===== config.mk =====
export PLATFORM = sky130hd
export DESIGN_NAME = playfield_store_flat
export DESIGN_NICKNAME = d
export VERILOG_FILES = /design/src/rtl/playfield_store_if.sv /design/src/rtl/playfield_store.sv /design/src/flat_wrapper.sv
export SDC_FILE = /design/constraint.sdc
export NUM_CORES = 2
export LEC_CHECK = 0
export CAP_MARGIN = 40
export CORE_MARGIN = 4
export CORE_UTILIZATION = 39
export DETAILED_ROUTE_END_ITERATION = 6
export SLEW_MARGIN = 20
export SYNTH_ARGS = -nofsm -noshare
export SYNTH_HDL_FRONTEND = slang
export SYNTH_SLANG_ARGS = --single-unit

===== constraint.sdc =====
create_clock -name Clk -period 76.3 [get_ports Clk]
set_input_delay 11.445 -clock Clk [delete_from_list [all_inputs] [get_ports Clk]]
set_output_delay 11.445 -clock Clk [all_outputs]
set_load 0.005 [all_outputs]

===== src/rtl/playfield_store_if.sv =====
// playfield_store_if: color type plus the piece/query bus between the game engine and the playfield.
package playfield_pkg;
  typedef enum logic [2:0] {EMPTY, CYAN, BLUE, ORANGE, YELLOW, GREEN, PURPLE, RED} block_color;
endpackage

interface playfield_store_if;
  import playfield_pkg::*;
  logic [19:0] x_block, y_block, save_xblock, save_yblock;
  block_color block, cell_color;
  logic lock, busy;
  logic [4:0] x_coord, y_coord;
  logic [7:0] lines_cleared;
  modport master (
    output x_block, y_block, save_xblock, save_yblock, block, lock, x_coord, y_coord,
    input cell_color, busy, lines_cleared
  );
  modport slave (
    input x_block, y_block, save_xblock, save_yblock, block, lock, x_coord, y_coord,
    output cell_color, busy, lines_cleared
  );
endinterface


===== src/rtl/playfield_store.sv =====
// playfield_store: FIELD_W x FIELD_H color registers rewritten by an erase/write FSM on every piece move.
// Defining PLAYFIELD_LINE_CLEAR_EN adds full-row scan and collapse after each lock.
module playfield_store
  import playfield_pkg::*;
#(
  parameter int FIELD_W = 10,
  parameter int FIELD_H = 20
) (
  input logic Clk,
  input logic Reset,
  playfield_store_if.slave pf
);
  localparam int XW = $clog2(FIELD_W);
  localparam int YW = $clog2(FIELD_H);
  localparam logic [4:0] W5 = 5'(FIELD_W);
  localparam logic [4:0] H5 = 5'(FIELD_H);
`ifdef PLAYFIELD_LINE_CLEAR_EN
  typedef enum logic [2:0] {IDLE, ERASE, WRITE, SCAN, SHIFT} state_t;
  logic [YW-1:0] row;
  logic full;
`else
  typedef enum logic [1:0] {IDLE, ERASE, WRITE} state_t;
`endif
  state_t state;
  block_color field [FIELD_H][FIELD_W];
  block_color col, pcol, wc;
  logic [19:0] ox, oy, nx, ny, pox, poy, pnx, pny;
  logic [4:0] cx, cy;
  logic [1:0] idx;
  logic move_pend, lock_pend, suppress, mv, go, ok;
  always_comb begin
    mv = {pf.x_block, pf.y_block} != {pf.save_xblock, pf.save_yblock};
    go = mv || move_pend;
    cx = state == ERASE ? ox[5*idx +: 5] : nx[5*idx +: 5];
    cy = state == ERASE ? oy[5*idx +: 5] : ny[5*idx +: 5];
    ok = cx < W5 && cy < H5 && !(state == ERASE && suppress);
    wc = state == ERASE ? EMPTY : col;
  end
`ifdef PLAYFIELD_LINE_CLEAR_EN
  always_comb begin
    full = 1'b1;
    for (int c = 0; c < FIELD_W; c++) full = full && field[row][c] != EMPTY;
  end
`else
  assign pf.lines_cleared = 8'd0;
`endif
  always_ff @(posedge Clk or posedge Reset) begin
    if (Reset) begin
      for (int r = 0; r < FIELD_H; r++)
        for (int c = 0; c < FIELD_W; c++) field[r][c] <= EMPTY;
      state <= IDLE;
      pf.busy <= 1'b0;
      pf.cell_color <= EMPTY;
      {ox, oy, nx, ny, pox, poy, pnx, pny} <= '0;
      col <= EMPTY;
      pcol <= EMPTY;
      idx <= '0;
      {move_pend, lock_pend, suppress} <= '0;
`ifdef PLAYFIELD_LINE_CLEAR_EN
      row <= '0;
      pf.lines_cleared <= '0;
`endif
    end else begin
      pf.cell_color <= pf.x_coord < W5 && pf.y_coord < H5 ?
                       field[pf.y_coord[YW-1:0]][pf.x_coord[XW-1:0]] : EMPTY;
      // moves arriving while busy collapse into one pending slot, newest wins
      if (state != IDLE && mv) begin
        move_pend <= 1'b1;
        {pox, poy, pnx, pny} <= {pf.save_xblock, pf.save_yblock, pf.x_block, pf.y_block};
        pcol <= pf.block;
      end
      if (state != IDLE && pf.lock) lock_pend <= 1'b1;
      case (state)
        IDLE:
          if (go) begin
            {ox, oy, nx, ny} <= mv ? {pf.save_xblock, pf.save_yblock, pf.x_block, pf.y_block}
                                   : {pox, poy, pnx, pny};
            col <= mv ? pf.block : pcol;
            move_pend <= 1'b0;
            if (pf.lock) lock_pend <= 1'b1;
            idx <= '0;
            state <= ERASE;
            pf.busy <= 1'b1;
          end else if (pf.lock || lock_pend) begin
            lock_pend <= 1'b0;
            suppress <= 1'b1;
`ifdef PLAYFIELD_LINE_CLEAR_EN
            row <= YW'(FIELD_H - 1);
            state <= SCAN;
            pf.busy <= 1'b1;
`endif
          end
        ERASE, WRITE: begin
          if (ok) field[cy[YW-1:0]][cx[XW-1:0]] <= wc;
          idx <= idx + 2'd1;
          if (idx == 2'd3) begin
            if (state == ERASE) suppress <= 1'b0;
            state <= state == ERASE ? WRITE : IDLE;
            pf.busy <= state == ERASE;
          end
        end
`ifdef PLAYFIELD_LINE_CLEAR_EN
        SCAN:
          if (full) state <= SHIFT;
          else if (row == '0) begin
            state <= IDLE;
            pf.busy <= 1'b0;
          end else row <= row - YW'(1);
        // collapse everything above the full row, then rescan the same index
        SHIFT: begin
          for (int r = 1; r < FIELD_H; r++) if (r <= int'(row)) field[r] <= field[r-1];
          for (int c = 0; c < FIELD_W; c++) field[0][c] <= EMPTY;
          pf.lines_cleared <= pf.lines_cleared + 8'd1;
          state <= SCAN;
        end
`endif
        default: state <= IDLE;
      endcase
    end
  end
endmodule


===== src/flat_wrapper.sv =====
// flat-port wrapper written by rule: the top's interface ports become plain ports
module playfield_store_flat import playfield_pkg::*;
#(
  parameter int FIELD_W = 10,
  parameter int FIELD_H = 20
)
  (Clk, Reset, pf_x_block, pf_y_block, pf_save_xblock, pf_save_yblock, pf_block, pf_lock, pf_x_coord, pf_y_coord, pf_cell_color, pf_busy, pf_lines_cleared);
  playfield_store_if pf_i ();
  input logic Clk;
  input logic Reset;
  input wire logic [$bits(pf_i.x_block)-1:0] pf_x_block;
  input wire logic [$bits(pf_i.y_block)-1:0] pf_y_block;
  input wire logic [$bits(pf_i.save_xblock)-1:0] pf_save_xblock;
  input wire logic [$bits(pf_i.save_yblock)-1:0] pf_save_yblock;
  input wire logic [$bits(pf_i.block)-1:0] pf_block;
  input wire logic [$bits(pf_i.lock)-1:0] pf_lock;
  input wire logic [$bits(pf_i.x_coord)-1:0] pf_x_coord;
  input wire logic [$bits(pf_i.y_coord)-1:0] pf_y_coord;
  output wire logic [$bits(pf_i.cell_color)-1:0] pf_cell_color;
  output wire logic [$bits(pf_i.busy)-1:0] pf_busy;
  output wire logic [$bits(pf_i.lines_cleared)-1:0] pf_lines_cleared;
  assign pf_i.x_block = pf_x_block;
  assign pf_i.y_block = pf_y_block;
  assign pf_i.save_xblock = pf_save_xblock;
  assign pf_i.save_yblock = pf_save_yblock;
  assign pf_i.block = pf_block;
  assign pf_i.lock = pf_lock;
  assign pf_i.x_coord = pf_x_coord;
  assign pf_i.y_coord = pf_y_coord;
  assign pf_cell_color = pf_i.cell_color;
  assign pf_busy = pf_i.busy;
  assign pf_lines_cleared = pf_i.lines_cleared;
  playfield_store #(.FIELD_W(FIELD_W), .FIELD_H(FIELD_H)) u_core (.Clk(Clk), .Reset(Reset), .pf(pf_i));
endmodule

==> impl_results.rst <==
.. list-table::
   :header-rows: 1

   * - Metric
     - Value
   * - Leakage power
     - 0.0192 uW
   * - Placed cell area
     - 39800 um2
   * - Number of global-route vias before repair
     - around 24000
   * - Crit Path Category
     - in2reg
   * - Routed WL per cell
     - ~24 um
   * - Clk_skew
     - ~0.027 ns
   * - Part of the cycle the worst path needs
     - around a fifth
   * - Slew at the pin with the worst max-slew slack
     - between 0.9 and 1 ns
   * - Pin count of the biggest net entering global routing
     - 103
   * - Post-Syn Instances
     - 2681
   * - Total of cells resized after clock tree synthesis
     - 0
   * - Most used DFF post-synth
     - sky130_fd_sc_hd__dfrtp_1
   * - Clock buffer depth
     - 3
   * - Placer congestion estimate
     - roughly 0.83
   * - Grt total ovfl
     - 0
   * - Total standard cell area after synthesis
     - roughly 37000 um2
   * - Height of the die
     - between 300 and 400 um
   * - Number of iterations in the first detailed-routing pass
     - 5
   * - Count of buffers inserted at the top-level ports
     - ~100
   * - Number of clock sinks seen by CTS
     - around 780
   * - Area leader, netlist
     - sky130_fd_sc_hd__dfrtp_1
   * - Share of the core filled with cells in the final layout
     - a little under half
   * - Dominant cells by area after synthesis
     - sky130_fd_sc_hd__dfrtp_1 (53%), sky130_fd_sc_hd__mux2_2 (21%), sky130_fd_sc_hd__mux4_2 (9.6%), sky130_fd_sc_hd__mux2i_1 (3.8%), sky130_fd_sc_hd__nor2_1 (1.8%)
   * - Die boundary width
     - about 320 um
   * - Number of hold-repair buffers added at the cts stage
     - 0
   * - Floorplan die area
     - between 90000 and 100000 um2
   * - Clock slew at the register clock pins of the worst setup and hold paths
     - ~0.06 ns
   * - Post-CTS setup buffers
     - 0
   * - Critical Path Source
     - pf_y_coord[1]
   * - Fraction of final layout cells with drive strength greater than 1
     - 39.7%
   * - Sequential standard cell area
     - approximately 20000 um2
   * - DP Cell Count
     - approximately 3900
   * - IR Drop Worst-Case VDD
     - ~0.000016 V
   * - Number of diodes added for antenna fixing
     - 0
   * - Initial Util
     - approximately two fifths
   * - Areal power density over the cells
     - around 21 nW/um2
   * - Count of pins over their slew limit
     - 0
   * - Area of the core region
     - ~94000 um2
   * - Run status
     - finished clean
   * - Register area share after synthesis
     - a little over half
   * - Top achievable clock speed
     - 68.6 MHz
   * - Critical path required time
     - 76.85 ns
   * - Worst endpoint data arrival time
     - between 15 and 20 ns
   * - Worst Path Max Fanout
     - 59
   * - Footprint of the multi-input gates
     - between 15000 and 20000 um2
   * - Sum of negative setup slack
     - 0 ns
   * - Unrepaired setup endpoints after global routing
     - no
   * - Via Count
     - approximately 23000
   * - Setup violations, final
     - 0
   * - Hold Crit Class
     - reg2reg
   * - Site row count
     - between 100 and 150
   * - Total of flip-flops plus latches after synthesis
     - ~780
   * - EDFF count, synth
     - 0
   * - Count of warnings emitted by yosys
     - 0
   * - Number of nets in the layout
     - 2865
   * - Htree depth
     - 3
   * - R2r startpoint
     - u_core.state[1]$_DFFE_PP0P_
   * - Clock root cell
     - sky130_fd_sc_hd__clkbuf_16
   * - Distinct cell type count of the synthesized netlist
     - 65
   * - Top cell type's share of synthesized area
     - 52.7%
   * - TritonCTS clock tree
     - done
   * - Routed Antenna Nets
     - 0
   * - Area growth from synthesis to layout
     - 15.7%
   * - Violation count after the first detailed-routing iteration
     - around 1500
   * - Clk_lat worst skew
     - around 0.67 ns
   * - Number of I/O pins
     - 108
   * - Total length of routed wires
     - approximately 100000 um
   * - Fin area
     - 42700 um2
   * - First-pass GRT wire length
     - roughly 150000 um
   * - Via density
     - ~5.6
   * - Post-route minimum period
     - roughly 15 ns
   * - Share of async-settable or async-resettable flops after synthesis
     - 100%
   * - Initial antenna violation count
     - 1
   * - Sum of net half-perimeters after detailed placement
     - 67400 um
   * - Number of cells in the finished layout apart from fillers
     - 4084
   * - Count of fill cells added during filler insertion
     - between 8000 and 9000
   * - Worst rel slew slack
     - 37.5%
   * - Origin of the worst min-delay path
     - u_core.oy[14]$_DFFE_PP0P_
   * - Drc violations
     - 0
   * - Maximum capacitance violations
     - 0
   * - Startpoint class of the critical path
     - primary input
   * - Global-route total usage across every layer
     - slightly above 20%
   * - Post-Syn Area per Cell
     - between 10 and 15 um2
   * - Inserted Clock Buffers
     - 87
   * - Hold violation total from the final report
     - 0
   * - Critical path endpoint category
     - register
-- logic make-up (layout without fill, tap and decap cells) --
group                      after synthesis  count (layout)  synth area share (%)
muxes                                  992             992                  34.6
DFF                                    777             777                  52.7
and+or+nand+nor                        462             462                  5.94
buffers and inverters                  205             347                  2.23
AOI/OAI and AO/OA                      199             199                  3.40
xor gates and xnor gates                40              40                 0.949
adders and majority gates                5               5                 0.170
other                                    1               8                0.0102
-- power breakdown --
group	internal, uW	switching (uW)
clock	242	174
combinational	20.2	30.8
sequential	419	3.69
total	681	208
-- registers in the layout, indices dropped and copies added, names as in the netlist, 3 cells and up --
name	count
u_core.pcol	3
u_core.ox	20
u_core.pf.cell_color	3
u_core.col	3
u_core.ny	20
u_core.field	600
u_core.nx	20
u_core.pnx	20
u_core.pox	20
u_core.oy	20
u_core.pny	20
u_core.poy	20
-- per-layer routing --
layer / global-route usage, % / routed length (um) / part of all wire (%)
met1: 26.9 / 42700 / 43
met2: 33.5 / 48600 / 49
met3: 3.91 / 5220 / 5.3
met4: 5.90 / 2550 / 2.6
met5: 0 / 8 / 0.0081
-- cell type report --
class	count	share of cell area, %
clock buffers	129	6.06
clock inverters	26	0.583
inverters	12	0.123
multi-input cells	1706	39.1
flip-flops and latches	777	45.5
well taps	1254	3.67
repair buffers	180	4.91
-- cells in the final DEF, fill, tap and decap left out, types with 7 or more instances in the layout --
cell,instances
sky130_fd_sc_hd__a21o_1,7
sky130_fd_sc_hd__nor4_1,13
sky130_fd_sc_hd__or2_2,13
sky130_fd_sc_hd__o22ai_1,7
sky130_fd_sc_hd__inv_1,10
sky130_fd_sc_hd__nor3_2,31
sky130_fd_sc_hd__dfrtp_1,777
sky130_fd_sc_hd__buf_8,11
sky130_fd_sc_hd__clkbuf_8,22
sky130_fd_sc_hd__buf_4,38
sky130_fd_sc_hd__buf_12,9
sky130_fd_sc_hd__clkinv_2,16
sky130_fd_sc_hd__clkbuf_16,89
sky130_fd_sc_hd__mux2_1,7
sky130_fd_sc_hd__clkbuf_1,20
sky130_fd_sc_hd__o21ai_0,91
sky130_fd_sc_hd__nor2_1,180
sky130_fd_sc_hd__conb_1,8
sky130_fd_sc_hd__a2111oi_0,7
sky130_fd_sc_hd__or2_1,8
sky130_fd_sc_hd__mux2i_1,140
sky130_fd_sc_hd__a21oi_1,27
sky130_fd_sc_hd__xor2_1,40
sky130_fd_sc_hd__buf_16,15
sky130_fd_sc_hd__nand2b_1,9
sky130_fd_sc_hd__clkdlybuf4s50_1,96
sky130_fd_sc_hd__nand3_1,15
sky130_fd_sc_hd__mux2_2,687
sky130_fd_sc_hd__nand2_1,147
sky130_fd_sc_hd__mux4_2,158
sky130_fd_sc_hd__a22oi_1,11
-- per-stage QoR --
step           hold slack (ns)  power, uW  setup WS [ns]
3_5_place_dp             0.465        482          61.04
2_1_floorplan            0.442        459          43.04
4_1_cts                  0.477        900          61.75
3_3_place_gp             0.457        478          60.08
6_report                 0.474        890          61.73
5_1_grt                  0.491        921          61.58
-- worst paths after layout --
path,endpoint,slack (ns),cells after the start
worst max-delay path,u_core.pf.cell_color[0]$_DFF_PP0_,61.73,10
worst min-delay path,u_core.oy[14]$_DFFE_PP0P_,0.47,2
worst max register to register,u_core.field[531]$_DFFE_PP0P_,71.84,10
worst min register to register,u_core.oy[14]$_DFFE_PP0P_,0.47,2
max in group asynchronous,u_core.field[117]$_DFFE_PP0P_,62.34,8
min in group asynchronous,u_core.pox[0]$_DFFE_PP0P_,11.15,2
-- synthesized netlist by cell type, types with 6 or more instances --
master                      instances
sky130_fd_sc_hd__a2111oi_0          7
sky130_fd_sc_hd__o22ai_1            7
sky130_fd_sc_hd__nor2_1           181
sky130_fd_sc_hd__mux4_2           158
sky130_fd_sc_hd__mux2_1             7
sky130_fd_sc_hd__nor4_1            13
sky130_fd_sc_hd__nor2b_1            8
sky130_fd_sc_hd__mux2_2           687
sky130_fd_sc_hd__buf_4              9
sky130_fd_sc_hd__o21ai_0           91
sky130_fd_sc_hd__mux2i_1          140
sky130_fd_sc_hd__clkbuf_1         138
sky130_fd_sc_hd__inv_1             11
sky130_fd_sc_hd__nand3_1           15
sky130_fd_sc_hd__nor3_1             6
sky130_fd_sc_hd__a21o_1             7
sky130_fd_sc_hd__nor3_2            30
sky130_fd_sc_hd__nand2b_1           9
sky130_fd_sc_hd__dfrtp_1          777
sky130_fd_sc_hd__buf_1             29
sky130_fd_sc_hd__or2_2             13
sky130_fd_sc_hd__buf_2             17
sky130_fd_sc_hd__nand2_1          147
sky130_fd_sc_hd__or2_1              8
sky130_fd_sc_hd__a21oi_1           27
sky130_fd_sc_hd__a22oi_1           11
sky130_fd_sc_hd__xor2_1            40
-- worst max-delay path: stages --
cell	delay, ns
sky130_fd_sc_hd__buf_6	0.53
sky130_fd_sc_hd__buf_4	0.72
sky130_fd_sc_hd__buf_4	0.57
sky130_fd_sc_hd__buf_12	0.28
sky130_fd_sc_hd__mux4_2	0.35
sky130_fd_sc_hd__a22oi_1	0.21
sky130_fd_sc_hd__nand3_1	0.16
sky130_fd_sc_hd__o22ai_1	0.25
sky130_fd_sc_hd__o221ai_1	0.22
sky130_fd_sc_hd__a41o_1	0.28
Note: power is estimated with default switching activity, not from simulation.
==> edit 1, RTL diff (same settings) <==
`FIELD_W` is set to 10 in 2 places; all go to 12.
--- a/src/rtl/playfield_store.sv
+++ b/src/rtl/playfield_store.sv
@@ -3,7 +3,7 @@
 module playfield_store
   import playfield_pkg::*;
 #(
-  parameter int FIELD_W = 10,
+  parameter int FIELD_W = 12,
   parameter int FIELD_H = 20
 ) (
   input logic Clk,
--- a/src/flat_wrapper.sv
+++ b/src/flat_wrapper.sv
@@ -1,7 +1,7 @@
 // flat-port wrapper written by rule: the top's interface ports become plain ports
 module playfield_store_flat import playfield_pkg::*;
 #(
-  parameter int FIELD_W = 10,
+  parameter int FIELD_W = 12,
   parameter int FIELD_H = 20
 )
   (Clk, Reset, pf_x_block, pf_y_block, pf_save_xblock, pf_save_yblock, pf_block, pf_lock, pf_x_coord, pf_y_coord, pf_cell_color, pf_busy, pf_lines_cleared);
Function: not settled (the Yosys comparison gave no result); the edit may change what the design does.
==> edit 1 against the original RTL <==
  * Count of clock-buffer cells in the layout rose by 7
  * Clock skew up 6.5 ps
  * Cell area grew 15%
  * Routed wire length is 13% higher
  * Critical path depth fell by 1
  * Synthesized cell count up 15%
  * Setup slack lost 150 ps
  * Maximum frequency fell by 1.0%
  * Power up 19%
  * Sequential cell count grew 120
  * Non-clock buffer count rose by 5
  * Combinational power is 11% higher
  * Area after synthesis up 16%
  * Via count is 12% higher
==> edit 1: results (changes against the original RTL) <==
[status]
status = finished clean

[synth]
synth.top_cells.by_area = dfrtp_1 (53%), mux2_2 (21%), mux4_2 (9.6%), mux2i_1 (3.4%), nor2_1 (2.2%)
synthAdderAreaFrac_pct = 0.1467  ; -0.023 points
synth.top_cells.by_count = dfrtp_1 (897), mux2_2 (779), nor2_1 (252)

[critical_path]
startpoint = pf_y_coord[0]
ff2ff_setup_slack_ps = 71460  ; -380 ps
rr_worst_depth = 9  ; -1
cp-endpoint = u_core.pf.cell_color[2]
path_max_fanout = 61  ; +3.4%

[placement]
place.detailed.hpwl_um = 72390  ; +7.5%
post-place-ws_ps = 60850  ; -186.9 ps
place.gp.congestion = 0.8098  ; -1.9%

[global_routing]
globalRouteMet2Util_pct = 31.06  ; -2.4 points
grt_pass1_wl_um = 175100  ; +15%
track_usage_pct = 19.64  ; -0.46 points

[cells_and_area]
nFillCells = 9709  ; +16%
multi_input_area_share_pct = 39.17  ; about the same
largest_reg_flops = 720  ; +20%
nonClkBufAreaFrac_pct = 4.096  ; -0.81 points
clk_share_pct = 7.170  ; +0.53 points

[detailed_routing]
vias = 25610  ; +12%
drt-total-wl_um = 112300  ; +13%

[timing]
holdWs_ps = 473.9  ; +0.1160 ps
max_clock_freq_ghz = 0.06793  ; -1.0%
max_slew.worst_pin.slew_ps = 1131  ; +193.9 ps

[clock_network]
cts_buffers = 98  ; +13%
numClockSinks = 897  ; +15%

-- edit 1: where the power goes --
part,total (mW),switching [mW],internal [mW]
Sequential,0.487,0.00382,0.483
Clock,0.512,0.202,0.309
Combinational,0.0567,0.0347,0.0220
Total,1.06,0.241,0.814
-- edit 1: stage by stage --
stage | instances | area (µm²) | power, mW
3_5_place_dp | 4435 | 45340 | 0.5527
4_1_cts | 4617 | 48850 | 1.067
6_report | 4623 | 48970 | 1.055
3_3_place_gp | 4411 | 44910 | 0.5509
5_1_grt | 4622 | 48970 | 1.093
2_1_floorplan | 3087 | 42670 | 0.5289
-- edit 1: routing by layer --
layer  vias up  part of all wire [%]
li1      11270                     -
met1     13740                    46
met2       468                    47
met3       130                   4.1
met4         0                   2.5
met5         -                     0
-- edit 1: worst max-delay path, cell delays in order --
cell and delay (ps):
buf_8 470, buf_4 630, buf_4 520, mux4_2 590, mux2_2 280, a221oi_1 360, o21ai_0 180, a221oi_1 460
o32ai_1 160
==> edit 2, RTL diff (config.mk and constraints unchanged) <==
Without the edit above. Re-encode `state_t` (3 states) as one-hot, 3 bits wide.
--- a/src/rtl/playfield_store.sv
+++ b/src/rtl/playfield_store.sv
@@ -19,7 +19,7 @@
   logic [YW-1:0] row;
   logic full;
 `else
-  typedef enum logic [1:0] {IDLE, ERASE, WRITE} state_t;
+  typedef enum logic [2:0] {IDLE = 3'b001, ERASE = 3'b010, WRITE = 3'b100} state_t;
 `endif
   state_t state;
   block_color field [FIELD_H][FIELD_W];
Check against the original RTL: no difference found for any inputs over 4 cycles, from zero or initial values and one cycle with Reset high; so few cycles prove little.
==> edit 2 against the original RTL <==
  * Die area increased by 1.3%
  * Critical path type unchanged
  * Global-route usage increased by 0.12 points
  * Cell area increased by 1.1%
  * Power increased by 3.6%
  * Area after synthesis increased by 1.3%
  * Routed wire length increased by 3.7%
  * Largest power group is now clock
  * Sequential cell count increased by 1
  * Cell count increased by 5.4%
  * Critical path depth unchanged
  * Critical endpoint is now u_core.pcol[1]
  * Register-to-register slack got worse by 450 ps
  * Setup slack improved by 60 ps
  * Highest routed layer is now met4
  * First-iteration DRC count increased by 8.2%
==> edit 2: results (changes against the original RTL) <==
[status]
status = finished clean

[cells_and_area]
nonClkBufAreaFrac_pct = 4.511  ; -0.40 points
clk_share_pct = 7.037  ; +0.40 points
nFillCells = 8473  ; +1.1%
seq-cell-share_pct = 45.08  ; -0.44 points
clock_buffers = 124  ; -3.9%
fin_nets = 3061  ; +6.8%
inv_count = 4  ; -8
layout.cells.non_filler = 4303  ; +5.4%
n_sequential_cell = 778  ; +0.13%
buffers_excl_clock = 175  ; -2.8%
num-multi-input-gates = 1919  ; +12%
multi_input_area_share_pct = 39.65  ; +0.52 points
drive_gt1_share_pct = 32.92  ; -6.8 points

[critical_path]
rr_endpoint = u_core.field[244]
path_max_fanout = 48  ; -19%
arrival_ps = 15060  ; -60 ps
crit_path_max_incr_delay_ps = 580  ; -140 ps
crit_path_top_delay_cell = nor4_1
ff2ff_setup_slack_ps = 71390  ; -450 ps
rr_startpoint = u_core.state[2]

[global_routing]
grt_max_degree = 181  ; +76%
track_usage_pct = 20.22  ; +0.12 points
grt_pass1_vias = 26120  ; +6.8%
grt_pass1_wl_um = 159400  ; +4.3%

[hold_path]
hold_path_startpoint = u_core.nx[18]
whs_endpoint = u_core.nx[18]

[synth]
ys_seq_area_share_pct = 52.07  ; -0.61 points
synth.top_cells.by_count = dfrtp_1 (777), mux2_2 (602), nand2_1 (254)
synth.top_cells.by_area = dfrtp_1 (52%), mux2_2 (18%), mux4_2 (7.6%), mux2i_1 (5.0%), o21ai_0 (3.2%)
synth_compound_area_share_pct = 5.645  ; +2.2 points
synth_xor_area_share_pct = 0.9370  ; -0.012 points
synth.area.mux_share_pct = 31.80  ; -2.8 points
synthAdderAreaFrac_pct = 0.03346  ; -0.14 points
synthArstFlopShare_pct = 100.0  ; unchanged
syn_inst = 2908  ; +8.5%

[placement]
place.detailed.hpwl_um = 69340  ; +2.9%
place.gp.congestion = 0.8467  ; +2.5%
placed_cells = 4137  ; +5.4%

[pwr]
peakVddDrop_mv = 0.01477  ; -7.3%
switchingPower_mw = 0.2182  ; +4.8%
power_leakage_nw = 19.45  ; +1.2%

[detailed_routing]
via_per_inst = 5.648  ; +1.1%
drt-initial-drc-count = 1618  ; +8.2%
drt-total-wl_um = 102700  ; +3.7%

[clock_network]
htreeDepth = 3  ; unchanged
post_cts_resized = 0  ; unchanged

[timing]
fin_skew_ps = 22.40  ; -4.708 ps
max_slew.worst_pin.slew_ps = 894.2  ; -43.28 ps
holdWs_ps = 478.4  ; +4.560 ps

## edit 2: changes by cell type in the layout (fill, tap and decap cells not counted), moves of 27 or more
cell / change
mux2_2: -85
mux4_2: -31
nor2_1: -88
o21ai_0: +143
nand3_1: +38
nand2_1: +107
mux2i_1: +46
nor3_2: -27
## edit 2: how the worst max path moves through the flow
| stage | slack [ps] | to | startpoint |
|---|---|---|---|
| 4_1_cts | 61520 | u_core.field[144] | Reset |
| 3_5_place_dp | 60810 | u_core.field[425] | Reset |
| 2_1_floorplan | 43020 | u_core.col[0] | Reset |
| 6_report | 61790 | u_core.pcol[1] | pf_y_block[12] |
| 5_1_grt | 61510 | u_core.idx[0] | pf_y_block[12] |
| 3_3_place_gp | 59830 | u_core.field[425] | Reset |
## edit 2: power by group through the flow
| stage | Clock [mW] | Combinational (mW) | Sequential (mW) |
|---|---|---|---|
| 5_1_grt | 0.466 | 0.0610 | 0.425 |
| 3_5_place_dp | 0 | 0.0564 | 0.432 |
| 6_report | 0.441 | 0.0563 | 0.424 |
| 2_1_floorplan | 0 | 0.0323 | 0.431 |
| 3_3_place_gp | 0 | 0.0534 | 0.431 |
| 4_1_cts | 0.450 | 0.0565 | 0.424 |
## edit 2: stage by stage
stage	instance area [µm²]	setup slack, ps
5_1_grt	43190	61510
6_report	43190	61790
4_1_cts	43090	61520
2_1_floorplan	37420	43020
3_3_place_gp	39570	59830
3_5_place_dp	40050	60810
## edit 2: metal layers
metal / vias to the layer above / routed length (µm) / GRT usage, %
li1: 10740 / - / -
met1: 12740 / 43930 / 26.56
met2: 627 / 50330 / 33.87
met3: 197 / 4930 / 3.695
met4: 0 / 3545 / 6.958
met5: - / 0 / 0
